$ cat src/rtl/lsm9ds1_pkg.sv
// lsm9ds1_pkg
// Shared definitions for the LSM9DS1 IMU SPI path: device select encoding,
// read/write flag values, the register addresses the driver uses most, the
// expected WHO_AM_I identities, and the address-byte builder.
package lsm9ds1_pkg;

    typedef enum logic {
        DEV_AG = 1'b0,
        DEV_M  = 1'b1
    } dev_e;

    localparam logic RW_READ  = 1'b1;
    localparam logic RW_WRITE = 1'b0;

    localparam logic [6:0] WHO_AM_I    = 7'h0F;
    localparam logic [6:0] CTRL_REG1_G = 7'h10;
    localparam logic [6:0] CTRL_REG8   = 7'h22;
    localparam logic [6:0] OUT_X_L_M   = 7'h28;

    localparam logic [7:0] WHO_AM_I_AG_VAL = 8'h68;
    localparam logic [7:0] WHO_AM_I_M_VAL  = 8'h3D;

    // The magnetometer steals bit 6 of the address as its auto-increment
    // (MS) flag; the accel/gyro uses the full 7-bit address and relies on
    // CTRL_REG8.IF_ADD_INC for bursts.
    function automatic logic [7:0] addr_byte(input logic       rw,
                                             input dev_e       dev,
                                             input logic [6:0] addr,
                                             input logic [3:0] len_eff);
        logic [7:0] b;
        if (dev == DEV_M) begin
            b = {rw, (len_eff > 4'd1), addr[5:0]};
        end else begin
            b = {rw, addr};
        end
        return b;
    endfunction

endpackage

$ cat src/rtl/lsm9ds1_spi_master_clk_div.sv
// spi_clk_div
// Half-period tick generator shared by the rover's SPI masters. A down-counter
// reloads with HALF-1 and pulses tick for one cycle at terminal count, so tick
// fires every HALF cycles. While restart is high the counter is held at the
// reload value and no tick is produced; the first tick after restart drops
// arrives exactly HALF cycles later.
//   clk      in   system clock
//   rst      in   synchronous active-high reset
//   restart  in   hold/realign the half-period timer
//   tick     out  one-cycle strobe at each half-period boundary
module spi_clk_div #(
    parameter int HALF = 10
) (
    input  logic clk,
    input  logic rst,
    input  logic restart,
    output logic tick
);

    localparam int W = $clog2(HALF);
    localparam logic [W-1:0] RELOAD = W'(HALF - 1);

    logic [W-1:0] cnt;

    always_ff @(posedge clk) begin
        if (rst || restart) begin
            cnt <= RELOAD;
        end else if (cnt == '0) begin
            cnt <= RELOAD;
        end else begin
            cnt <= cnt - 1'b1;
        end
    end

    assign tick = (cnt == '0) && !restart;

endmodule

$ cat src/rtl/lsm9ds1_spi_master.sv
// lsm9ds1_spi_master
// SPI mode-3 master for the LSM9DS1 IMU. Owns both chip selects, sends the
// address byte followed by 1..15 data bytes MSB first, pops write bytes from
// an upstream FWFT FIFO and returns read bytes as single-cycle strobes.
//   sclk, rst                  system clock, synchronous active-high reset
//   cmd_valid/ready            request handshake (ready only in IDLE)
//   cmd_rw/dev/addr/len        transaction descriptor, latched on accept
//   wr_data, wr_req            FIFO head and its pop strobe (same-cycle sample)
//   rd_data, rd_valid          received byte and its strobe
//   busy                       accept through end of GAP
//   spi_sck/mosi/miso          SPI bus, SCK idles high
//   spi_cs_ag_n, spi_cs_m_n    active-low selects for accel/gyro and mag
//
// state | meaning
// IDLE  | waiting for a command, selects high, SCK high
// SETUP | selected CS low, MOSI holds address MSB, H cycles
// SHIFT | 8*(len+1) SCK periods, low phase then high phase of H cycles each
// HOLD  | SCK high for H cycles before CS deasserts
// GAP   | both selects high for 2H cycles
module lsm9ds1_spi_master
    import lsm9ds1_pkg::*;
#(
    parameter int SYSCLK_FREQ = 100_000_000,
    parameter int SPI_FREQ    = 5_000_000
) (
    input  logic       sclk,
    input  logic       rst,
    input  logic       cmd_valid,
    output logic       cmd_ready,
    input  logic       cmd_rw,
    input  logic       cmd_dev,
    input  logic [6:0] cmd_addr,
    input  logic [3:0] cmd_len,
    input  logic [7:0] wr_data,
    output logic       wr_req,
    output logic [7:0] rd_data,
    output logic       rd_valid,
    output logic       busy,
    output logic       spi_sck,
    output logic       spi_mosi,
    input  logic       spi_miso,
    output logic       spi_cs_ag_n,
    output logic       spi_cs_m_n
);

    localparam int H = SYSCLK_FREQ / (2 * SPI_FREQ);

    if (H < 2) begin : g_bad_half_period
        $error("lsm9ds1_spi_master: SCK half-period below 2 system clocks");
    end

    localparam logic [2:0] ST_IDLE  = 3'd0;
    localparam logic [2:0] ST_SETUP = 3'd1;
    localparam logic [2:0] ST_SHIFT = 3'd2;
    localparam logic [2:0] ST_HOLD  = 3'd3;
    localparam logic [2:0] ST_GAP   = 3'd4;

    logic [2:0] state;
    logic       rw_q;
    logic [3:0] len_q;
    logic [7:0] tx_sr;
    logic [7:0] rx_sr;
    logic [2:0] bit_cnt;
    logic [3:0] byte_cnt;
    logic       gap_second;
    logic       tick;
    logic       last_bit;
    logic       byte_end;
    logic       shift_fall;
    logic [3:0] len_eff_in;
    logic [7:0] ab;

    // Timer only runs outside IDLE, so every phase starts aligned to accept.
    spi_clk_div #(.HALF(H)) u_clk_div (
        .clk     (sclk),
        .rst     (rst),
        .restart (state == ST_IDLE),
        .tick    (tick)
    );

    assign len_eff_in = (cmd_len == 4'd0) ? 4'd1 : cmd_len;
    assign ab         = addr_byte(cmd_rw, dev_e'(cmd_dev), cmd_addr, len_eff_in);

    assign cmd_ready  = (state == ST_IDLE);
    assign busy       = (state != ST_IDLE);
    assign byte_end   = (bit_cnt == 3'd7);
    assign last_bit   = byte_end && (byte_cnt == len_q);
    assign shift_fall = (state == ST_SHIFT) && tick && spi_sck && !last_bit;

    // Combinational so the FIFO pops in the very cycle its head is loaded.
    assign wr_req = !rst && shift_fall && byte_end && (rw_q == RW_WRITE);

    always_ff @(posedge sclk) begin
        if (rst) begin
            state       <= ST_IDLE;
            rw_q        <= RW_WRITE;
            len_q       <= 4'd1;
            tx_sr       <= 8'h00;
            rx_sr       <= 8'h00;
            bit_cnt     <= 3'd0;
            byte_cnt    <= 4'd0;
            gap_second  <= 1'b0;
            spi_sck     <= 1'b1;
            spi_mosi    <= 1'b0;
            spi_cs_ag_n <= 1'b1;
            spi_cs_m_n  <= 1'b1;
            rd_data     <= 8'h00;
            rd_valid    <= 1'b0;
        end else begin
            rd_valid <= 1'b0;
            case (state)
                ST_IDLE: begin
                    if (cmd_valid) begin
                        rw_q        <= cmd_rw;
                        len_q       <= len_eff_in;
                        tx_sr       <= ab;
                        spi_mosi    <= ab[7];
                        spi_cs_ag_n <= cmd_dev;
                        spi_cs_m_n  <= !cmd_dev;
                        bit_cnt     <= 3'd0;
                        byte_cnt    <= 4'd0;
                        gap_second  <= 1'b0;
                        state       <= ST_SETUP;
                    end
                end
                ST_SETUP: begin
                    if (tick) begin
                        spi_sck <= 1'b0;
                        state   <= ST_SHIFT;
                    end
                end
                ST_SHIFT: begin
                    if (tick) begin
                        if (!spi_sck) begin
                            spi_sck <= 1'b1;
                            rx_sr   <= {rx_sr[6:0], spi_miso};
                            if (byte_end && (byte_cnt != 4'd0) && (rw_q == RW_READ)) begin
                                rd_data  <= {rx_sr[6:0], spi_miso};
                                rd_valid <= 1'b1;
                            end
                        end else if (last_bit) begin
                            state <= ST_HOLD;
                        end else begin
                            spi_sck <= 1'b0;
                            bit_cnt <= bit_cnt + 3'd1;
                            if (byte_end) begin
                                byte_cnt <= byte_cnt + 4'd1;
                                if (rw_q == RW_READ) begin
                                    tx_sr    <= 8'h00;
                                    spi_mosi <= 1'b0;
                                end else begin
                                    tx_sr    <= wr_data;
                                    spi_mosi <= wr_data[7];
                                end
                            end else begin
                                tx_sr    <= {tx_sr[6:0], 1'b0};
                                spi_mosi <= tx_sr[6];
                            end
                        end
                    end
                end
                ST_HOLD: begin
                    if (tick) begin
                        spi_cs_ag_n <= 1'b1;
                        spi_cs_m_n  <= 1'b1;
                        state       <= ST_GAP;
                    end
                end
                ST_GAP: begin
                    if (tick) begin
                        if (gap_second) begin
                            state <= ST_IDLE;
                        end else begin
                            gap_second <= 1'b1;
                        end
                    end
                end
                default: state <= ST_IDLE;
            endcase
        end
    end

endmodule

$ cat config.mk
export PLATFORM = sky130hd
export DESIGN_NAME = lsm9ds1_spi_master
export DESIGN_NICKNAME = d
export VERILOG_FILES = /design/src/rtl/lsm9ds1_pkg.sv /design/src/rtl/lsm9ds1_spi_master_clk_div.sv /design/src/rtl/lsm9ds1_spi_master.sv
export SDC_FILE = /design/constraint.sdc
export NUM_CORES = 1
export LEC_CHECK = 0
export ABC_AREA = 1
export BUFFER_PORTS_ARGS = -buffer_cell sky130_fd_sc_hd__clkbuf_2
export CORE_MARGIN = 2
export CORE_UTILIZATION = 55
export DETAILED_ROUTE_END_ITERATION = 8
export PLACE_DENSITY = 0.78
export REMOVE_ABC_BUFFERS = 1
export SLEW_MARGIN = 20
export SYNTH_ARGS = -nofsm -noshare
export SYNTH_HDL_FRONTEND = slang
export SYNTH_HIERARCHICAL = 1
export SYNTH_SLANG_ARGS = --single-unit
export TNS_END_PERCENT = 1
$ cat constraint.sdc
create_clock -name sclk -period 2.6 [get_ports sclk]
set_clock_uncertainty 0.2 [all_clocks]
set_input_delay 0.13 -clock sclk [delete_from_list [all_inputs] [get_ports sclk]]
set_output_delay 0.13 -clock sclk [all_outputs]
set_load 0.005 [all_outputs]
* Word-level counts from Yosys, hierarchy flattened *
Index checks and enable logic that the tools add are counted.

storage, ports and cells
  bits of input ports = 25
  word-level logic and storage cells = 123
  bits in registers = 47
  output and inout port bits = 16

operators by class
  equality and inequality tests = 16
  mux-type cells = 49
  add/subtract/negate cells = 3
  order comparisons = 1
  bitwise gates (word level) = 4
  reductions and logical operators = 35

operator list
  kind                   number
  $mux W7                7
  $mux W3                12
  $mux W4                6
  $ne A2 B2 Y1 const B   10
  $mux W1                15
  $pmux W3 S5            1
  $pmux W7 S2            1
  $reduce_and A3 Y1      4
  $logic_and A1 B1 Y1    10
  $pmux W1 S2            5
  $logic_not A4 Y1       2
  $pmux W4 S2            1
  $reduce_and A8 Y1      1
  $reduce_bool A2 Y1     4
  $eq A3 B2 Y1 const B   2
  $eq A3 B3 Y1 const B   2
  $pmux W3 S2            1
  $reduce_and A6 Y1      1
  $reduce_and A5 Y1      1
  $add A4 B1 Y4 const B  1
  $eq A4 B4 Y1           1
  $gt A4 B1 Y1 const B   1
  $logic_not A1 Y1       4
  $not A1 Y1             4
  11 further kinds       11

* Logic depth before layout (Yosys ltp) *
Gate-level depths: netlist of run 1.

  word-level depth = 9
  gate-level depth with buffers = 12
  mapped depth without buffers = 12

* Hierarchy *
The synthesis of run 1 kept the hierarchy.

modules (own cells, without submodules)
  module              cells each  times used  seq. area each (µm²)  area an instance (µm²)
  lsm9ds1_spi_master  328         1           860.8                 2,193.4
  spi_clk_div         24          1           80.1                  181.4

* Worst setup path before layout of run 1 *
Ideal clock, no wire load.

  kind = reg2reg
  from = reg state[0]
  to = reg bit_cnt[1]
  required time = 2.286 ns
  setup time = 0.114 ns
  buffers on the path = 0
  period minus slack after synthesis = 1.992 ns
  cell stages (with the launch flop) = 12
  arrival = 1.678 ns
  slack = 0.608 ns
  cell sequence = dfxtp_1 -> nor2_1 -> nand2_2 -> inv_1 -> nor2_1 -> inv_1 -> nand3_1 -> nand2_1 -> nor2_4 -> nand3_4 -> o21bai_1 -> nor2_1

between the ends
  longest elaborated chain between the ends = 5
  elaborated cells between the ends (all ways) = 11
  those cells by class = 5 x eq/ne; 1 x mux; 5 x reduce/logical

ends and longest elaborated chain
  element                      line                              text
  start: declaration           lsm9ds1_spi_master.sv:58          logic [2:0] state;
  start signal: assignment     lsm9ds1_spi_master.sv:95          state <= ST_IDLE;
  start signal: assignment     lsm9ds1_spi_master.sv:123         state <= ST_SETUP;
  start signal: assignment     lsm9ds1_spi_master.sv:129         state <= ST_SHIFT;
  $logic_not A3 Y1             --
  via cmd_ready                lsm9ds1_spi_master.sv:29          output logic cmd_ready,
  $logic_not A1 Y1             lsm9ds1_spi_master_clk_div.sv:35  assign tick = (cnt == '0) && !restart;
  $logic_and A1 B1 Y1          lsm9ds1_spi_master_clk_div.sv:35
  via tick                     lsm9ds1_spi_master.sv:66          logic tick;
  $ne A2 B2 Y1 (no line)       --
  $reduce_and A5 Y1 (no line)  --
  end signal: assignment       lsm9ds1_spi_master.sv:145         bit_cnt <= bit_cnt + 3'd1;
  end: declaration             lsm9ds1_spi_master.sv:63          logic [2:0] bit_cnt;

The timed path passes the listed nets, and every way through them passes these cells.
A chain may end at the register's enable or synchronous reset.

* Final worst setup path of run 1 *
  from = reg state[0]
  to = out wr_req

between the ends
  longest elaborated chain between the ends = 9
  elaborated cells between the ends (all ways) = 10
  those cells by class = 1 x eq/ne; 9 x reduce/logical

ends and longest elaborated chain
  element                           line                              text
  $logic_not A3 Y1                  lsm9ds1_spi_master.sv:77          .restart (state == ST_IDLE),
  $logic_not A1 Y1                  lsm9ds1_spi_master_clk_div.sv:35
  $logic_and A1 B1 Y1               lsm9ds1_spi_master_clk_div.sv:35
  via tick                          lsm9ds1_spi_master.sv:66
  $logic_and A1 B1 Y1 (3 in a row)  lsm9ds1_spi_master.sv:88          assign shift_fall = (state == ST_SHIFT) && tick && spi_sck && !last_bit;
  $logic_and A1 B1 Y1 (3 in a row)  lsm9ds1_spi_master.sv:91          assign wr_req = !rst && shift_fall && byte_end && (rw_q == RW_WRITE);
  end: declaration                  lsm9ds1_spi_master.sv:35          output logic wr_req,

The timed path passes the listed nets, and every way through them passes these cells.

==> flow_metrics.env, run 1 <==
export IMPL_setup_viol=0
export IMPL_slew_viol_final=0
export IMPL_period_share_pct=92.3
export IMPL_placed_area_mm2=0.00263
export IMPL_yosys_cell_types_count=30
export IMPL_grt_max_degree=22
export IMPL_synth_commonest_cells="94 x nand2_1, 51 x nor2_1, 47 x dfxtp_1"
export IMPL_start_util_pct=58.1
export IMPL_final_util_pct=70.1
export IMPL_fmax_ghz=0.417
export IMPL_route_detailed_drc=0
export IMPL_status="complete, no violations"
export IMPL_cts_buffers=5
export IMPL_die_h_um=69.7
export IMPL_cts_tree="done"
export IMPL_worstPathMaxFanout=6
export IMPL_num_vias=2320
export IMPL_area_growth_pct=20.5
export IMPL_synth_area_per_cell_um2=6.75
export IMPL_start_kind="flip-flop"
export IMPL_nFillCells=358
export IMPL_synthTopCellsByArea="dfxtp_1 40%, nand2_1 15%, nand3_1 8.2%"
export IMPL_tns_ns=0
export IMPL_htree_num_levels=2
export IMPL_p_per_area_mw_per_mm2=923
export IMPL_synth_edff_count=0
export IMPL_synth_ff_type="dfxtp_1"
export IMPL_firstDrtPassIters=4
export IMPL_synth_area_leader_cell="dfxtp_1"
export IMPL_synthArstFlopShare_pct=0
export IMPL_fp_dieW_um=69.7
export IMPL_period_needed_ns=2.40
export IMPL_diodes=0
export IMPL_grt_first_pass_wirelength_um=9250
export IMPL_gr_total_overflow=0
export IMPL_rows=23
export IMPL_yosysSeqAreaShare_pct=39.6
export IMPL_clk_latency_ns=0.30
export IMPL_leakage_nw=1.45
export IMPL_power_total_mw=2.64
export IMPL_place_hpwl_um=3730
export IMPL_syn_inst=352
export IMPL_wl_per_cell_um=11.7
export IMPL_port_buffers=40
export IMPL_wl_um=5340
export IMPL_antenna_found_initial=0
export IMPL_ys_warn_count=6
export IMPL_io_pins=41
export IMPL_worstSetupEndpointType="output pin"
export IMPL_clk_pin_slew_ns=0.10
export IMPL_hold_viol_final=0
export IMPL_min_path_type="in -> reg"
export IMPL_synthesis_area_mm2=0.00237
export IMPL_final_area_mm2=0.00286
export IMPL_synth_most_common_cell="nand2_1"
export IMPL_cts_root_buf="clkbuf_8"
export IMPL_grt_pass1_vias=2171
export IMPL_yosysTopAreaCellShare_pct=39.6
export IMPL_tightest_slew_ns=0.442
export IMPL_multi_input_area_mm2=0.00123
export IMPL_critPathKind="reg -> out"
export IMPL_peakVddDrop_mv=0.459
export IMPL_vias_per_cell=5.08
export IMPL_clk_path_buf_depth=2
export IMPL_coreArea_mm2=0.00409
export IMPL_detail_route_antenna_nets=0
export IMPL_rsz0062_at_grt="no"
export IMPL_dieArea_mm2=0.00486
export IMPL_whs_ns=0.00233
export IMPL_seq_area_um2=941
export IMPL_drv_cap=0
export IMPL_track_usage_pct=23.0
export IMPL_drt_iter0_markers=134
export IMPL_ys_seq_elements=47
export IMPL_nets=436
export IMPL_arrival_ns=2.07
export IMPL_cts_resized=0
export IMPL_cts_sinks=47
export IMPL_globalplace_congestion=0.925
export IMPL_crit_required_ns=2.27
export IMPL_post_cts_setup_buffers=0
export IMPL_slew_limit_headroom_pct=70.4
export IMPL_final_layout_size_suffix_gt1_share_pct=17.7
layer usage:
layer | share of wire [%] | vias up | global-route usage (%) | wire length [um]
met1 | 47 | 1034 | 29.4 | 2520
met5 | 0 | - | 0 | 0
met4 | 1.7 | 0 | 9.19 | 90
met2 | 47 | 49 | 39.3 | 2520
met3 | 3.8 | 8 | 3.20 | 203
li1 | - | 1229 | - | -
worst max-delay path: stages (launching register included):
cell and delay [ns]:
dfxtp_1 0.44, nor2_1 0.10, nand2_2 0.11, inv_1 0.07, nor2_1 0.18, inv_1 0.18, nor2_1 0.18, nand3_1 0.08
nor3_1 0.27, clkbuf_2 0.17
report_power, final:
part           total, mW  switching, mW  internal, mW
clock              0.554          0.263         0.292
sequential         0.953         0.0901         0.863
combinational       1.13          0.731         0.404
total               2.64           1.08          1.56
final cells by class:
class | count | area share, %
Timing Repair Buffer | 56 | 12.2
Tap cell | 50 | 2.19
Clock inverter | 3 | 1.66
Inverter | 42 | 5.55
Clock buffer | 5 | 2.40
Multi-Input combinational cell | 254 | 43.1
Sequential cell | 47 | 32.9
flip-flops by register name (all words and copies together) (netlist names):
register,count
rw_q,1
u_clk_div/cnt,4
rx_sr,7
state,3
spi_mosi,1
bit_cnt,3
len_q,4
gap_second,1
spi_cs_ag_n,1
tx_sr,7
rd_data,8
rd_valid,1
byte_cnt,4
spi_sck,1
spi_cs_m_n,1
cells by family (layout without fill, tap and decap cells):
logic type / after synthesis / in the layout / synth area share (%)
buffers and inverters: 51 / 106 / 8.43
xor gates and xnor gates: 2 / 2 / 0.738
and+or+nand+nor: 204 / 204 / 39.2
AOI/OAI and AO/OA: 43 / 43 / 9.38
DFF: 47 / 47 / 39.6
adders and majority gates: 5 / 5 / 2.63
placed cells by master, fill, tap and decap left out, types with 3 or more instances in the layout:
| master | instances |
|---|---|
| clkbuf_2 | 40 |
| clkbuf_8 | 5 |
| nor2_1 | 51 |
| inv_2 | 7 |
| buf_4 | 4 |
| inv_1 | 33 |
| dfxtp_1 | 47 |
| nand3_1 | 39 |
| ha_1 | 5 |
| nand3_2 | 3 |
| a21oi_1 | 13 |
| nand4_1 | 5 |
| dlygate4sd3_1 | 12 |
| nand2_1 | 94 |
| o21ai_0 | 26 |
path summary, 6_finish.rpt:
check,start,to,slack [ns],cells after the start
setup / recovery,state[0]$_SDFFE_PP0P_,wr_req,0.20,9
hold / removal,cmd_addr[2],tx_sr[2]$_SDFFE_PP0P_,0.002,5
setup reg to reg,state[0]$_SDFFE_PP0P_,bit_cnt[1]$_SDFFE_PP0P_,0.34,11
hold reg to reg,u_clk_div/cnt[0]$_SDFF_PP1_,u_clk_div/cnt[0]$_SDFF_PP1_,0.19,1
repair_timing:
item / CTS / global route
hold endpoints to repair: 18 / 0
setup endpoints to repair: 0 / 0
hold buffers: 12 / 0
through the flow:
| step | setup WS (ns) | instances |
|---|---|---|
| 2_1_floorplan | 0.608 | 343 |
| 3_3_place_gp | 0.441 | 437 |
| 3_5_place_dp | 0.373 | 437 |
| 4_1_cts | 0.229 | 457 |
| 5_1_grt | 0.0557 | 457 |
| 6_report | 0.200 | 457 |
Power figures use the tool's default switching activity.
==> run 2, diff against run 1 <==
==> constraint.sdc (replaced) <==
create_clock -name sclk -period 2.3 [get_ports sclk]
set_clock_uncertainty 0.2 [all_clocks]
set_input_delay 0.115 -clock sclk [delete_from_list [all_inputs] [get_ports sclk]]
set_output_delay 0.115 -clock sclk [all_outputs]
set_load 0.005 [all_outputs]
==> run 2 against run 1 <==
Final area is 1.7% higher. First-iteration DRC count is 9.0% higher. Combinational power is 18% higher. Cell count rose by 1.1%. Critical endpoint unchanged. Largest power group unchanged.
==> flow_metrics.env, run 2 (synthesis results as in run 1) <==
export IMPL_status="complete, no violations"
export IMPL_diodes=0
export IMPL_final_common_cell="nand2_1"
export IMPL_grt_first_pass_wirelength_um=9360
export IMPL_die_h_um=69.7
export IMPL_cts_tree="done"
export IMPL_cts_buffers=5
export IMPL_multi_input_area_mm2=0.00126
export IMPL_dieArea_mm2=0.00486
export IMPL_crit_required_ns=1.99
export IMPL_cp_top_family="simple AND/OR/NAND/NOR gates"
export IMPL_area_growth_pct=22.5
export IMPL_max_stage_delay_ns=0.32
export IMPL_vias_per_cell=5.07
export IMPL_route_detailed_drc=0
export IMPL_crit_buf_inv=3
export IMPL_wl_per_cell_um=11.9
export IMPL_fmax_ghz=0.475
export IMPL_drt_iter0_markers=146
export IMPL_detail_route_antenna_nets=0
export IMPL_slew_limit_headroom_pct=69.8
export IMPL_final_layout_size_suffix_gt1_share_pct=19.9
export IMPL_cts_sinks=47
export IMPL_clk_path_buf_depth=2
export IMPL_start_kind="flip-flop"
export IMPL_period_share_pct=91.6
export IMPL_reg2reg_slack_ns=0.23
export IMPL_post_cts_setup_buffers=0
export IMPL_period_needed_ns=2.11
export IMPL_power_total_mw=2.93
export IMPL_worstSetupEndpointType="output pin"
export IMPL_cts_root_buf="clkbuf_8"
export IMPL_arrival_ns=1.79
export IMPL_slowest_stage="dfxtp_1"
export IMPL_slew_viol_final=0
export IMPL_seq_area_um2=942
export IMPL_grt_max_degree=18
export IMPL_setup_viol=0
export IMPL_worstHoldStart="cmd_valid"
export IMPL_whs_ns=0.0294
export IMPL_num_vias=2341
export IMPL_hold_viol_final=0
export IMPL_final_cell_mix="94 x nand2_1, 49 x nor2_1, 46 x dfxtp_1"
export IMPL_tns_ns=0
export IMPL_largest_reg_flops=8
export IMPL_clk_latency_ns=0.31
export IMPL_clk_pin_slew_ns=0.09
export IMPL_dp_cells=441
export IMPL_globalplace_congestion=0.893
export IMPL_place_hpwl_um=3930
export IMPL_htree_num_levels=2
export IMPL_gr_total_overflow=0
export IMPL_rows=23
export IMPL_critPathKind="reg -> out"
export IMPL_rsz0062_at_grt="no"
export IMPL_fp_dieW_um=69.7
export IMPL_nFillCells=360
export IMPL_worstHoldEndpoint="spi_cs_m_n$_SDFFE_PP1P_"
export IMPL_drv_cap=0
export IMPL_track_usage_pct=24.0
export IMPL_peakVddDrop_mv=0.633
export IMPL_tightest_slew_ns=0.450
export IMPL_firstDrtPassIters=4
export IMPL_p_per_area_mw_per_mm2=1010
export IMPL_regMostFlops="rd_data"
export IMPL_r2r_start="u_clk_div/cnt[0]$_SDFF_PP1_"
export IMPL_timing_rr_end="bit_cnt[2]$_SDFFE_PP0P_"
export IMPL_port_buffers=40
export IMPL_nets=441
export IMPL_coreArea_mm2=0.00409
export IMPL_leakage_nw=1.47
export IMPL_wl_um=5490
export IMPL_hold_path_depth=6
export IMPL_worstPathMaxFanout=6
export IMPL_antenna_found_initial=0
export IMPL_reg2regPathDepth=12
export IMPL_io_pins=41
export IMPL_start_util_pct=58.1
export IMPL_grt_pass1_vias=2081
export IMPL_largestRegisters="rd_data: 8 flops, rx_sr: 7 flops, tx_sr: 7 flops"
export IMPL_stdcell_count=462
export IMPL_critical_path_cell_chain="inv_1, ha_4, nand2_1, nor2_4, inv_2, nor2_2, nand3_1, nor3_2, clkbuf_2"
export IMPL_min_path_type="in -> reg"
==> run 2: cell types whose count changed in the layout (fill, tap and decap cells not counted), sizes merged <==
cell         delta
buf             +4
bufinv          -1
dlygate4sd3     +1
inv             +1
==> run 2: how the worst max path moves through the flow <==
stage | cells past startpoint | slack [ns] | endpoint | from
5_1_grt | 9 | 0.04 | wr_req | u_clk_div/cnt[0]$_SDFF_PP1_
2_1_floorplan | 11 | 0.31 | bit_cnt[1]$_SDFFE_PP0P_ | state[0]$_SDFFE_PP0P_
6_report | 9 | 0.19 | wr_req | u_clk_div/cnt[0]$_SDFF_PP1_
3_3_place_gp | 11 | 0.17 | bit_cnt[1]$_SDFFE_PP0P_ | u_clk_div/cnt[0]$_SDFF_PP1_
4_1_cts | 9 | 0.03 | wr_req | u_clk_div/cnt[0]$_SDFF_PP1_
3_5_place_dp | 12 | 0.07 | bit_cnt[2]$_SDFFE_PP0P_ | u_clk_div/cnt[0]$_SDFF_PP1_
==> run 2: metrics by stage <==
| stage | util (%) | cell area [um2] | setup WS (ns) |
|---|---|---|---|
| 4_1_cts | 70.6 | 2880 | 0.0301 |
| 3_3_place_gp | 65.0 | 2660 | 0.166 |
| 2_1_floorplan | - | 2330 | 0.308 |
| 3_5_place_dp | 65.0 | 2660 | 0.0738 |
| 6_report | 71.2 | 2910 | 0.193 |
| 5_1_grt | 71.2 | 2910 | 0.0397 |
==> run 2: layout make-up <==
class,instances,area share (%)
Multi-Input combinational cell,254,43.3
Sequential cell,47,32.4
Timing Repair Buffer,61,13.4
Inverter,42,5.46
Clock buffer,5,2.36
Tap cell,50,2.15
Clock inverter,3,0.903
==> run 2: repair_timing <==
| action | CTS | global route |
|---|---|---|
| endpoints found under the hold margin | 19 | 0 |
| pin swaps | 0 | 1 |
| resized for setup | 2 | 6 |
| hold buffers | 13 | 0 |
| setup endpoints to repair | 1 | 14 |
==> run 2: worst reg2reg max path: stages, from the launching register on <==
cell	delay (ns)
dfxtp_1	0.32
inv_1	0.12
ha_4	0.16
nand2_1	0.11
nor2_4	0.13
inv_2	0.10
nand3_1	0.11
nand2_1	0.14
nor2_4	0.20
nand3_4	0.17
nand2_2	0.12
nor2_1	0.05
nor2_1	0.10
==> run 2: where the power goes <==
part | internal, mW | total (mW) | switching (mW) | leakage (nW)
logic | 0.483 | 1.33 | 0.851 | 1.04
registers | 0.977 | 1.08 | 0.100 | 0.385
clock network | 0.224 | 0.524 | 0.300 | 0.0491
total | 1.68 | 2.93 | 1.25 | 1.47
==> run 2: layer usage <==
layer  vias up  share of wire, %  global-route usage [%]  wire length [um]
met3         9               4.8                    4.80               261
met1      1038                45                    30.7              2440
met5         -                 0                       0                 0
li1       1240                 -                       -                 -
met4         0               1.9                    9.62               106
met2        54                49                    39.5              2670
